$ cat src/rtl/mem_arb_pkg.sv
// mem_arb_pkg: shared state encoding and master indices for mem_port_arbiter
package mem_arb_pkg;
  typedef enum logic [1:0] {IDLE, ACCESS, WAIT, RESP} state_t;
  localparam int M_PROC = 0;
  localparam int M_LOAD = 1;
endpackage

$ cat src/rtl/arb_rr_pick.sv
// arb_rr_pick: one-hot winner of two requests; fixed master-0 priority under ARB_FIXED_PRIO_EN
module arb_rr_pick
  import mem_arb_pkg::*;
(
  input  logic [1:0] req,
`ifndef ARB_FIXED_PRIO_EN
  input  logic       ptr,
`endif
  output logic [1:0] win
);
`ifdef ARB_FIXED_PRIO_EN
  always_comb begin
    win         = '0;
    win[M_PROC] = req[M_PROC];
    win[M_LOAD] = req[M_LOAD] & ~req[M_PROC];
  end
`else
  // ptr names the preferred master: 0 = processor, 1 = loader
  always_comb begin
    win         = '0;
    win[M_PROC] = req[M_PROC] & (~req[M_LOAD] | ~ptr);
    win[M_LOAD] = req[M_LOAD] & (~req[M_PROC] | ptr);
  end
`endif
endmodule

$ cat src/rtl/mem_port_arbiter.sv
// mem_port_arbiter: two-master sequencer for a single-port sync RAM; ARB_FIXED_PRIO_EN selects fixed priority
module mem_port_arbiter
  import mem_arb_pkg::*;
#(
  parameter int AW      = 16,
  parameter int DW      = 16,
  parameter int MEM_LAT = 1
) (
  input  logic          Clock,
  input  logic          Resetn,
  input  logic          m0_req,
  input  logic          m0_wr,
  input  logic [AW-1:0] m0_addr,
  input  logic [DW-1:0] m0_wdata,
  input  logic          m1_req,
  input  logic          m1_wr,
  input  logic [AW-1:0] m1_addr,
  input  logic [DW-1:0] m1_wdata,
  output logic          m0_gnt,
  output logic          m1_gnt,
  output logic          m0_ack,
  output logic          m1_ack,
  output logic [DW-1:0] m_rdata,
  output logic [AW-1:0] mem_addr,
  output logic          mem_wren,
  output logic [DW-1:0] mem_wdata,
  input  logic [DW-1:0] mem_q,
  output logic          busy
);
  state_t        state_q, state_d;
  logic          win_q, win_d;
  logic          wr_q, wr_d;
  logic [1:0]    cnt_q, cnt_d;
  logic [1:0]    gnt_q, gnt_d, ack_q, ack_d, pick;
  logic [AW-1:0] addr_q, addr_d;
  logic [DW-1:0] wdata_q, wdata_d, rdata_q, rdata_d;
  logic          wren_q, wren_d, busy_q;
`ifndef ARB_FIXED_PRIO_EN
  logic          ptr_q, ptr_d;
`endif

  arb_rr_pick u_pick (
    .req ({m1_req, m0_req}),
`ifndef ARB_FIXED_PRIO_EN
    .ptr (ptr_q),
`endif
    .win (pick)
  );

  always_comb begin
    state_d = state_q;
    win_d   = win_q;
    wr_d    = wr_q;
    cnt_d   = cnt_q;
    addr_d  = addr_q;
    wdata_d = wdata_q;
    rdata_d = rdata_q;
    gnt_d   = '0;
    wren_d  = 1'b0;
`ifndef ARB_FIXED_PRIO_EN
    ptr_d   = ptr_q;
`endif
    case (state_q)
      IDLE: if (|pick) begin
        state_d = ACCESS;
        win_d   = pick[M_LOAD];
        wr_d    = win_d ? m1_wr : m0_wr;
        addr_d  = win_d ? m1_addr : m0_addr;
        wdata_d = win_d ? m1_wdata : m0_wdata;
        wren_d  = wr_d;
        gnt_d   = pick;
      end
      ACCESS: begin
        state_d = MEM_LAT == 1 ? RESP : WAIT;
        cnt_d   = 2'(MEM_LAT - 2);
      end
      WAIT: begin
        state_d = cnt_q == 2'd0 ? RESP : WAIT;
        cnt_d   = cnt_q - 2'd1;
      end
      default: begin
        state_d = IDLE;
        rdata_d = wr_q ? rdata_q : mem_q;
`ifndef ARB_FIXED_PRIO_EN
        ptr_d   = ~ptr_q;
`endif
      end
    endcase
    ack_d = state_d == RESP ? (win_q ? 2'b10 : 2'b01) : 2'b00;
  end

  always_ff @(posedge Clock) begin
    if (!Resetn) begin
      state_q <= IDLE;
      win_q   <= 1'b0;
      wr_q    <= 1'b0;
      cnt_q   <= '0;
      addr_q  <= '0;
      wdata_q <= '0;
      rdata_q <= '0;
      gnt_q   <= '0;
      ack_q   <= '0;
      wren_q  <= 1'b0;
      busy_q  <= 1'b0;
`ifndef ARB_FIXED_PRIO_EN
      ptr_q   <= 1'b0;
`endif
    end else begin
      state_q <= state_d;
      win_q   <= win_d;
      wr_q    <= wr_d;
      cnt_q   <= cnt_d;
      addr_q  <= addr_d;
      wdata_q <= wdata_d;
      rdata_q <= rdata_d;
      gnt_q   <= gnt_d;
      ack_q   <= ack_d;
      wren_q  <= wren_d;
      busy_q  <= state_d != IDLE;
`ifndef ARB_FIXED_PRIO_EN
      ptr_q   <= ptr_d;
`endif
    end
  end

  assign m0_gnt    = gnt_q[M_PROC];
  assign m1_gnt    = gnt_q[M_LOAD];
  assign m0_ack    = ack_q[M_PROC];
  assign m1_ack    = ack_q[M_LOAD];
  assign mem_addr  = addr_q;
  assign mem_wdata = wdata_q;
  assign busy      = busy_q;
  // A reset landing in the ACCESS cycle must not let the RAM commit the write
  assign mem_wren  = wren_q & Resetn;
  // RAM data only arrives in the RESP cycle, so it is forwarded alongside ack and held afterwards
  assign m_rdata   = state_q == RESP && !wr_q ? mem_q : rdata_q;
endmodule
$ cat config.mk
export PLATFORM = sky130hd
export DESIGN_NAME = mem_port_arbiter
export DESIGN_NICKNAME = d
export VERILOG_FILES = /design/src/rtl/mem_arb_pkg.sv /design/src/rtl/arb_rr_pick.sv /design/src/rtl/mem_port_arbiter.sv
export SDC_FILE = /design/constraint.sdc
export NUM_CORES = 1
export LEC_CHECK = 0
export BUFFER_PORTS_ARGS = -buffer_cell sky130_fd_sc_hd__buf_2
export CELL_PAD_IN_SITES_DETAIL_PLACEMENT = 0
export CELL_PAD_IN_SITES_GLOBAL_PLACEMENT = 1
export CORE_ASPECT_RATIO = 1.75
export CORE_UTILIZATION = 34
export CTS_BUF_LIST = sky130_fd_sc_hd__clkbuf_4
export DETAILED_ROUTE_END_ITERATION = 12
export PLACE_DENSITY_LB_ADDON = 0.1
export SKIP_LAST_GASP = 1
export SLEW_MARGIN = 20
export SYNTH_ARGS = -nofsm -noshare
export SYNTH_HDL_FRONTEND = slang
export SYNTH_HIERARCHICAL = 1
export SYNTH_SLANG_ARGS = --single-unit
export TNS_END_PERCENT = 100
$ cat constraint.sdc
create_clock -name Clock -period 2.3 [get_ports Clock]
set_clock_uncertainty 0.15 [all_clocks]
set_input_delay 0.23 -clock Clock [delete_from_list [all_inputs] [get_ports Clock]]
set_output_delay 0.23 -clock Clock [all_outputs]
set_load 0.005 [all_outputs]
== Word level (Yosys, flattened, before mapping) ==
Cells that the tools add are included.

* Word-level logic and storage cells: 48
* Memory bits (writable): 0
* ROM bits: 0
* Register bits: 61
* Memories: 0
* Latch bits: 0

* Magnitude comparators: 0
* Shift operators: 0
* Bitwise logic cells: 10
* Divide/modulo/power cells: 0
* Reductions and logical operators: 12
* Mux-type cells: 9
* $add $sub $neg: 1
* Eq/ne operators: 4
* Multipliers: 0

{| class="wikitable"
|+ Operators by type and width
! cell !! number
|-
| 16-bit 2-to-1 mux || 3
|-
| 2-bit == test (second input constant) || 3
|-
| 2-bit one-hot mux with 3 select lines || 1
|-
| 2-bit AND reduction || 3
|-
| 1-bit NOT || 5
|-
| 2-bit zero test || 2
|-
| 2-bit 2-to-1 mux || 2
|-
| 2-bit one-hot mux with 2 select lines || 1
|-
| 2-bit nonzero test || 2
|-
| 1-bit AND || 3
|-
| 3-bit AND reduction || 1
|-
| 3-bit OR reduction || 1
|-
| 2-bit by 1-bit == test with 1-bit output (second input constant) || 1
|-
| 1-bit 2-to-1 mux || 2
|-
| 1-bit OR || 2
|-
| 2-bit OR reduction || 1
|-
| 2-bit by 1-bit subtractor with 2-bit output (second input constant) || 1
|-
| 1-bit logical AND || 1
|-
| 1-bit zero test || 1
|}

== Depth between registers and ports, before layout ==
Gate-level depths: netlist of run 1.

* Depth after elaboration: 8
* Depth in mapped cells: 7

== Modules after synthesis ==
The synthesis of run 1 kept the hierarchy.

{| class="wikitable"
|+ Modules (own cells, without submodules)
! module !! area each (µm²) !! sequential area each (µm²) !! instances !! cells an instance
|-
| mem_port_arbiter || 2508.7 || 1221.2 || 1 || 209
|-
| arb_rr_pick || 18.8 || 0.0 || 1 || 3
|}

== Worst setup path before layout of run 1 ==
No wires, ideal clock.

* Kind: reg2reg
* Start point: register state_q[0]
* End point: register rdata_q[6]
* Path slack: 626 ps
* Cell stages (with the launch flop): 7
* Arrival: 1411 ps
* Required time: 2037 ps
* Cells stage by stage: dfxtp_1 ha_1 nor2b_4 buf_6 buf_12 mux2_4 and2_4

* Word-level cells in the longest chain between the ends: 4

{| class="wikitable"
|+ Ends and longest elaborated chain
! item !! line !! source
|-
| start: declaration || mem_port_arbiter.sv:30 || <nowiki>state_t state_q, state_d;</nowiki>
|-
| start signal: assignment || mem_port_arbiter.sv:109 || <nowiki>state_q <= state_d;</nowiki>
|-
| 2-bit == test, or another cell as far along || mem_port_arbiter.sv:63 || <nowiki>case (state_q)</nowiki>
|-
| 3-bit OR reduction (no source line) (*) || n/a ||
|-
| 1-bit NOT (no source line) (*) || n/a ||
|-
| 2-bit AND reduction (no source line) (*) || n/a ||
|-
| end signal: assignment || mem_port_arbiter.sv:115 || <nowiki>rdata_q <= rdata_d;</nowiki>
|-
| end: declaration || mem_port_arbiter.sv:36 || <nowiki>logic [DW-1:0] wdata_q, wdata_d, rdata_q, rdata_d;</nowiki>
|}

Every way passes the cells marked *; elsewhere a longest branch is shown, timed or not.
A chain may end at the register's enable or synchronous reset.

== Worst setup path in the final report of run 1 ==
* Start point: register state_q[0]
* End point: register rdata_q[15]

Same word-level chain as after synthesis.

==> results.md, run 1 <==
* Outcome: completed
* Die area at 7800 um2
* Synth Cell Area at 2530 um2
* Pleak at 2.07 nW
* Clk network pwr share at 17.2%
* Worst reg2reg path endpoint: rdata_q[15]$_SDFFE_PN0P_
* Worst Hold Class: in2reg
* Ys async rst share at 0%
* Reg power frac at 43.7%
* Final core occ at 59.9%
* Ports at 140
* Mean Syn Cell Area at 11.9 um2
* Worst R2R Path Depth at 6
* Flops & latches, synth at between 60 and 70
* Final nets at 532
* Worst-path clk slew at 0.09 ns
* Yosys top cell by area: dfxtp_1
* Initial antenna violation count at 0
* # diodes at 0
* WL final at 6.91 mm
* Req. time, crit path at 2.44 ns
* Peak VDD IR at roughly 0.00037 V
* Post-DP Area at 3310 um2
* Max cap viols at 0
* Worst r2r src: state_q[0]$_SDFF_PN0_
* R2R Setup Slk at 0.08 ns
* Slew HR at 67.1%
* Final hold violations at 0
* Area share of the largest cell type after synthesis at 48.3%
* Gpl congestion at approximately 0.7
* P_int at between 2 and 2.5 mW
* Yosys warns at 6
* Layout Cells excl Fill at 530
* DRT Pass-1 Iters at 4
* Sw Share at approximately a third
* Routed WL per cell at 13.0 um
* Row count at about 40
* Die Wd at 67.2 um
* Initial core utilization at 35.2%
* Synth area leaders: dfxtp_1 48%, mux2i_1 13%, o2bb2ai_1 11%
* Htree depth at 3
* Worst-Skew Late Latency at 0.39 ns
* Max Clk Rate at around 450 MHz
* Layout cells sized above 1 at 42.6%
* Die height at 116 um
* Sw power at 1.05 mW
* Worst Setup EP: rdata_q[15]$_SDFFE_PN0P_
* Period Utilization, post-route at 96.5%
* Vias in the first global route at 2430
* Critical path class: reg2reg
* DRC violations left at 0
* Pin count of the biggest net entering global routing at 35
* Placed cells at about 430
* Clock Sinks at 61
* Tmin final at approximately 2.2 ns
* First-pass GRT wire length at 10.6 mm
* EDFF count, synth at 0
* DR iter-0 viols at 67
* Post-synth top cells: 61 x dfxtp_1, 33 x mux2i_1, 32 x o2bb2ai_1
* Max Slew Vio Count at 0
* Synth cell types at 30
* Setup TNS at 0 ns
* Final setup vio count at 0
* CTS Root Cell: clkbuf_4
* Maximum clock path buffer count at 2
* Hpwl dp at 4.41 mm
* Startpoint Class: register
* Max FO, Critical Path at 7
* Core area at 7180 um2
* Synth Instances at 212
* Port Buffers at between 100 and 150
* Pwr per Cell Area at 766 nW/um2
* Post-Syn Nets at ~300
* Seq/Total Area, Yosys at 48.3%
* Routed Antenna Nets at 0
* Data arrival time of the worst path at 2.36 ns
* Most common cell in the netlist: dfxtp_1
* Ys flop type: dfxtp_1
* Origin of the worst setup path: state_q[0]$_SDFF_PN0_
* Area delta synth->final at 70.2%
* Power share of the combinational group at 39.1%
* TritonCTS clock tree: done
* Post-DR vias/cell at 4.62
* Design Area, Final at 4300 um2
* CP Capture Type: register
* TritonCTS Buffers at 9
* Worst-margin pin slew at 0.492 ns
* Final global-route overflow total at 0
* Via count at between 2000 and 2500
* Global Route Usage Sum at 18.2%
## power by group through the flow
stage	Clock, mW	Sequential [mW]	Combinational (mW)
5_1_grt	0.653	1.47	1.43
4_1_cts	0.606	1.43	1.27
6_report	0.566	1.44	1.29
3_3_place_gp	0	1.44	1.09
3_5_place_dp	0	1.45	1.10
2_1_floorplan	0	1.46	0.644
## critical path: stages (launching register included)
cell and delay [ns]:
dfxtp_2 0.37, ha_4 0.15, nor2b_4 0.25, buf_4 0.15, mux2_2 0.32, and2_1 0.16
dlygate4sd3_1 0.55
## placed cells by master (no fill, tap or decap), types with 2 or more instances in the layout
cell / count
buf_2: 139
dlygate4sd3_1: 80
dfxtp_1: 59
mux2i_1: 33
o2bb2ai_1: 32
and2_1: 20
buf_4: 12
mux2_4: 10
clkbuf_4: 10
mux2_2: 6
inv_1: 5
ha_1: 4
o21ai_0: 3
and3_1: 3
a31oi_1: 2
a21oi_1: 2
clkinv_2: 2
clkinv_1: 2
buf_12: 2
dfxtp_2: 2
## worst min path at each step
stage               cells past startpoint                       from                   endpoint  slack (ns)
CTS                                     3                   mem_q[0]    rdata_q[0]$_SDFFE_PN0P_     0.00005
global placement                        1   mem_addr[4]$_SDFFE_PN0P_   mem_addr[4]$_SDFFE_PN0P_        0.29
floorplan                               2                      m0_wr          wren_q$_SDFF_PN0_        0.27
global route                            3                   mem_q[5]    rdata_q[5]$_SDFFE_PN0P_       0.009
detailed placement                      1  mem_wdata[2]$_SDFFE_PN0P_  mem_wdata[2]$_SDFFE_PN0P_        0.29
finish                                  3                   mem_q[5]    rdata_q[5]$_SDFFE_PN0P_        0.03
## per-layer routing
layer	GRT usage, %	vias up	part of all wire [%]	routed length [um]
met5	0	-	0	0
met4	10.1	0	2.5	176
met3	4.04	13	4.9	340
met2	33.5	78	55	3770
met1	18.1	1134	38	2630
li1	-	1221	-	-
## per-stage QoR
stage,hold WS (ns),worst slack (ns),power [mW]
after floorplan,0.266,0.626,2.11
after global placement,0.291,0.437,2.53
after detailed placement,0.291,0.390,2.54
after CTS,0.0000485,0.00223,3.30
after global routing,0.00949,-0.00224,3.55
final,0.0317,0.0804,3.29
## area by class of cell
class / count / area [um2]
Tap cell: 86 / 108
Clock inverter: 4 / 17.5
Timing Repair Buffer: 234 / 1650
Clock buffer: 10 / 75.1
Sequential cell: 61 / 1220
Inverter: 5 / 18.8
Fill cell: 669 / 2880
Multi-Input combinational cell: 130 / 1210
## state kept, by name (all words and copies together), names as in the netlist, 2 cells and up
| name | count |
|---|---|
| cnt_q | 2 |
| mem_addr | 16 |
| state_q | 2 |
| rdata_q | 16 |
| ack_q | 2 |
| gnt_q | 2 |
| mem_wdata | 16 |
## cell families after synthesis
logic type	Yosys count	synth area share, %
AOI/OAI and AO/OA	46	14.9
xor gates and xnor gates	1	0.347
adders and majority gates	5	2.48
buffers and inverters	21	4.85
DFF	61	48.3
muxes	49	21.7
and+or+nand+nor	29	7.48
## what timing repair did
item                       4_1_cts  5_1_grt
hold buffers                    80        0
gates resized for setup          2        2
pin swaps                        0        1
setup endpoints to repair       10       17
setup buffers                    4        4
gates cloned                     0        1
hold endpoints to repair        48        0
No activity file was read; power rests on OpenSTA's default activity.
==> run 2: changes to the inputs <==
BUFFER_PORTS_ARGS = -buffer_cell sky130_fd_sc_hd__buf_4   (was -buffer_cell sky130_fd_sc_hd__buf_2)
==> run 2 against run 1 <==
Effect of this change:
- first-iteration DRC count shrank 36%
- highest routed layer unchanged
- worst hold slack lost 0.0016 ns
- global-route usage grew 0.11 points
==> results.md, run 2 (synthesis results as in run 1) <==
* Outcome: completed
* Die Wd at 67.2 um
* Initial antenna violation count at 0
* DR iter-0 viols at 43
* Top cell by count, worst path: buf_4
* Core area at 7180 um2
* Unrepaired setup endpoints after global routing: yes
* Hpwl dp at 4.61 mm
* Place WS at 0.413 ns
* CTS Root Cell: clkbuf_4
* Commonest cells after routing, fill and taps aside: 145 x buf_4, 67 x dlygate4sd3_1, 59 x dfxtp_1
* Via count at 2368
* Fillcell total at 647
* Data arrival time of the worst path at 1.83 ns
* Final setup vio count at 0
* Final Power at 3.66 mW
* Final global-route overflow total at 0
* Hold slack at 0.0301 ns
* Critical Path, Cell by Cell: ha_2 > nor2b_4 > buf_4 > mux2_2 > buf_4
* DRT Pass-1 Iters at 4
* CP Capture Type: output port
* Pwr per Cell Area at 810 nW/um2
* # diodes at 0
* Hold Path Depth at 3
* Gr busiest metal: met2
* Port Buffers at between 100 and 150
* Met1 usage at 19.9%
* Critical path class: reg2out
* TritonCTS Buffers at 9
* Initial core utilization at 35.2%
* DRC violations left at 0
* Crit-path slowest cell: dfxtp_2
* Multi-input gate area at 1200 um2
* Pin count of the biggest net entering global routing at 36
* Routed WL per cell at 14.0 um
* Area delta synth->final at 78.8%
* Layout Cells excl Fill at between 500 and 600
* Max Slew Vio Count at 0
* Post-DR vias/cell at about 4.6
* Period Utilization, post-route at 96.0%
* Worst R2R Path Depth at 7
* Final hold violations at 0
* Vias in the first global route at approximately 2300
* Worst-Skew Late Latency at 0.39 ns
* Clock Sinks at 61
* Sequential cell area at roughly 1200 um2
* Gpl congestion at 0.705
* WL final at 7.16 mm
* Worst r2r src: ptr_q$_SDFFE_PN0N_
* Most common cell after layout, fill and taps aside: buf_4
* Pleak at 2.07 nW
* Die height at about 120 um
* Hold Path Origin: mem_q[13]
* Slew HR at 72.5%
* Row count at about 40
* Max FO, Critical Path at 5
* Critical path depth at 5
* Die area at 7800 um2
* Delay-heaviest family, CP: flip-flops
* Worst-margin pin slew at 0.412 ns
* Layout cells sized above 1 at 42.9%
* Final nets at 513
* Origin of the worst setup path: state_q[0]$_SDFF_PN0_
* Ports at between 100 and 150
* Peak VDD IR at 0.000461 V
* Worst-path clk slew at 0.10 ns
* Worst Hold Class: in2reg
* Routed Antenna Nets at 0
* Tmin final at 2.21 ns
* Maximum clock path buffer count at 2
* TritonCTS clock tree: done
* Crit-path max cell delay at 0.36 ns
* Met2 GRT Util at 31.7%
* Max cap viols at 0
* Met3 Use GR at 5.41%
* Max Clk Rate at 453 MHz
* Startpoint Class: register
* Final setup margin at 0.0926 ns
* First-pass GRT wire length at 10.6 mm
* Buffers & Inverters on Critical Path at 2
* Global Route Usage Sum at 18.3%
* Req. time, crit path at ~1.9 ns
* Placed cells at ~430
* Htree depth at 3
[run 2: area by class of cell]
cell class | instances | share of cell area, %
Clock buffer | 9 | 1.50
Clock inverter | 7 | 1.77
Inverter | 5 | 0.415
Multi-Input combinational cell | 130 | 26.5
Sequential cell | 61 | 27.1
Tap cell | 86 | 2.38
Timing Repair Buffer | 215 | 40.4
[run 2: stage by stage]
stage	cell area (um2)	utilization (%)	TNS (ns)
floorplan	2530	-	0
global placement	3650	50.8	0
detailed placement	3650	50.8	0
CTS	4480	62.4	0
global route	4520	62.9	-0.00652
finish	4520	62.9	0
[run 2: worst reg2reg max path: stages (launching register included)]
cell and delay, ns:
dfxtp_1 0.38, inv_1 0.08, a21boi_4 0.26, buf_12 0.23, mux2i_1 0.19, dlygate4sd3_1 0.55
nor2_1 0.05, a21o_1 0.16
[run 2: timing repair]
item	4_1_cts	5_1_grt
setup buffers	3	0
endpoints found under the setup margin	10	16
hold endpoints to repair	33	1
resized for setup	0	3
hold buffers	66	1
gates cloned	0	1
[run 2: path summary, 6_finish.rpt]
| path | end | slack (ns) |
|---|---|---|
| setup / recovery | m_rdata[15] | 0.09 |
| hold / removal | rdata_q[13]$_SDFFE_PN0P_ | 0.03 |
| setup reg to reg | wr_q$_SDFFE_PN0P_ | 0.15 |
| hold reg to reg | cnt_q[0]$_SDFFE_PN0P_ | 0.32 |
[run 2: where the power goes]
part	total, mW	internal [mW]	switching, mW
combinational	1.41	0.840	0.571
clock	0.799	0.425	0.373
sequential	1.45	1.31	0.135
total	3.66	2.58	1.08
[run 2: metal layers]
metal | vias to the layer above | share of wire, %
met5 | - | 0
met4 | 0 | 2.0
met3 | 12 | 5.1
met2 | 84 | 55
met1 | 1086 | 38
li1 | 1186 | -
==> run 3: changes to the inputs <==
--- a/constraint.sdc
+++ b/constraint.sdc
@@ -3,3 +3,3 @@
 set_input_delay 0.23 -clock Clock [delete_from_list [all_inputs] [get_ports Clock]]
 set_output_delay 0.23 -clock Clock [all_outputs]
-set_load 0.005 [all_outputs]
+set_load 0.1 [all_outputs]
==> run 3 against run 2 <==
Effect of this change:
- worst hold slack improved by 0.0014 ns
- combinational power is 120% higher
- core utilization up 0.17 points
- die area stayed put
- final cell count down 0.58%
- maximum frequency increased by 1.2%
- critical path depth unchanged
- global-route usage grew 0.80 points
- first-iteration DRC count up 26%
- clock power down 27%
- register-to-register slack improved by 0.04 ns
- highest routed layer unchanged
==> results.md, run 3 (synthesis results as in run 1) <==
* Final setup vio count at 0
* Data arrival time of the worst path at 1.80 ns
* Area delta synth->final at 79.3%
* Crit-path max cell delay at between 0.3 and 0.4 ns
* Peak VDD IR at 0.000643 V
* Max cap viols at 0
* Pleak at 2.06 nW
* Worst r2r src: ptr_q$_SDFFE_PN0N_
* # diodes at 0
* Final setup margin at roughly 0.12 ns
* Pwr per Cell Area at 1150 nW/um2
* Critical Path, Cell by Cell: ha_4 > nor2b_4 > buf_12 > mux2_4 > buf_6
* Commonest cells after routing, fill and taps aside: 127 x buf_4, 67 x dlygate4sd3_1, 59 x dfxtp_1
* Gpl congestion at 0.691
* Most common cell after layout, fill and taps aside: buf_4
* Startpoint Class: register
* CP Capture Type: output port
* Place WS at ~0.29 ns
* CTS Root Cell: clkbuf_4
* Max Slew Vio Count at 0
* Critical path class: reg2out
* Hold slack at 0.0314 ns
* Die Wd at around 67 um
* Max FO, Critical Path at 10
* WL final at 7.12 mm
* Ports at 140
* Worst Hold Class: in2reg
* Pin count of the biggest net entering global routing at 34
* Hold Path Origin: mem_q[5]
* Maximum clock path buffer count at 2
* Slew HR at ~71%
* Delay-heaviest family, CP: flip-flops
* Initial core utilization at a little over a third
* Crit-path slowest cell: dfxtp_4
* Worst-margin pin slew at 0.429 ns
* Die area at 7800 um2
* TritonCTS Buffers at 9
* Max Clk Rate at 458 MHz
* Worst-Skew Late Latency at 0.40 ns
* Layout cells sized above 1 at 42.7%
* TritonCTS clock tree: done
* Outcome: completed
* Via count at 2388
* Hpwl dp at 4.55 mm
* Final hold violations at 0
* Setup TNS at 0 ns
* Post-DP Area at 3640 um2
* Tmin final at 2.18 ns
* Worst-path clk slew at 0.10 ns
* Origin of the worst setup path: state_q[0]$_SDFF_PN0_
* Period Utilization, post-route at 94.8%
* Buffers & Inverters on Critical Path at 2
* Clock Sinks at between 60 and 70
* Fillcell total at 640
* Core area at 7180 um2
* Final global-route overflow total at 0
* DRT Pass-1 Iters at 4
* Final nets at 511
* Die height at around 120 um
* Port Buffers at 139
* Htree depth at 3
* DRC violations left at 0
* Unrepaired setup endpoints after global routing: no
* Final Power at 5.19 mW
* Initial antenna violation count at 0
* DR iter-0 viols at 54
* Routed Antenna Nets at 0
* Req. time, crit path at 1.92 ns
* Vias in the first global route at 2445
* Global Route Usage Sum at 19.1%
* Post-DR vias/cell at roughly 4.7
* Design Area, Final at 4530 um2
* Routed WL per cell at around 14 um
* Row count at 41
* First-pass GRT wire length at around 11 mm
## run 3: cell count changes in the layout (fill, tap and decap cells not counted), sizes merged
| cell | delta |
|---|---|
| clkinv | -1 |
| buf | -1 |
| clkbuf | +1 |
| bufinv | -2 |
## run 3: area by class of cell
class	instances	area (um2)	share of cell area, %
sequential	61	1230	27.1
clock inverter	4	16.3	0.359
inverter	5	18.8	0.414
clock buffer	11	82.6	1.82
tap	86	108	2.37
multi-input combinational	130	1210	26.6
timing repair buffer	213	1870	41.3
## run 3: where the power goes
part,total (mW),internal (mW),leakage [nW],switching (mW)
Sequential,1.46,1.32,0.500,0.139
Combinational,3.15,0.898,1.50,2.26
Clock,0.584,0.229,0.0592,0.355
Total,5.19,2.44,2.06,2.75
## run 3: final timing paths
kind	cells past startpoint	slack, ns	end
hold reg to reg	1	0.32	mem_wdata[3]$_SDFFE_PN0P_
hold / removal	3	0.03	rdata_q[5]$_SDFFE_PN0P_
setup reg to reg	6	0.19	mem_wdata[11]$_SDFFE_PN0P_
setup / recovery	5	0.12	m_rdata[12]
## run 3: worst register-to-register path, cell delays in order (launching register included)
cell and delay [ns]:
dfxtp_1 0.38, inv_1 0.09, a21boi_4 0.23, buf_12 0.26, mux2i_1 0.23, dlygate4sd3_1 0.59, o2bb2ai_1 0.08
## run 3: per-layer routing
layer,up-vias,share of wire (%),GRT usage [%]
met2,81,55,34.5
met4,0,2.9,11.5
met5,-,0,0
met3,15,5.0,5.12
met1,1114,37,18.7
li1,1178,-,-
## run 3: per-stage QoR
| step | util (%) | cells |
|---|---|---|
| 6_report | 63.1 | 510 |
| 3_5_place_dp | 50.7 | 425 |
| 3_3_place_gp | 50.7 | 425 |
| 2_1_floorplan | - | 212 |
| 5_1_grt | 63.1 | 510 |
| 4_1_cts | 62.6 | 508 |
## run 3: timing repair
action / 4_1_cts / 5_1_grt
hold buffers: 67 / 0
buffers inserted: 1 / 2
endpoints found under the hold margin: 34 / 0
pin swaps: 0 / 1
endpoints found under the setup margin: 16 / 21
resized for setup: 18 / 5
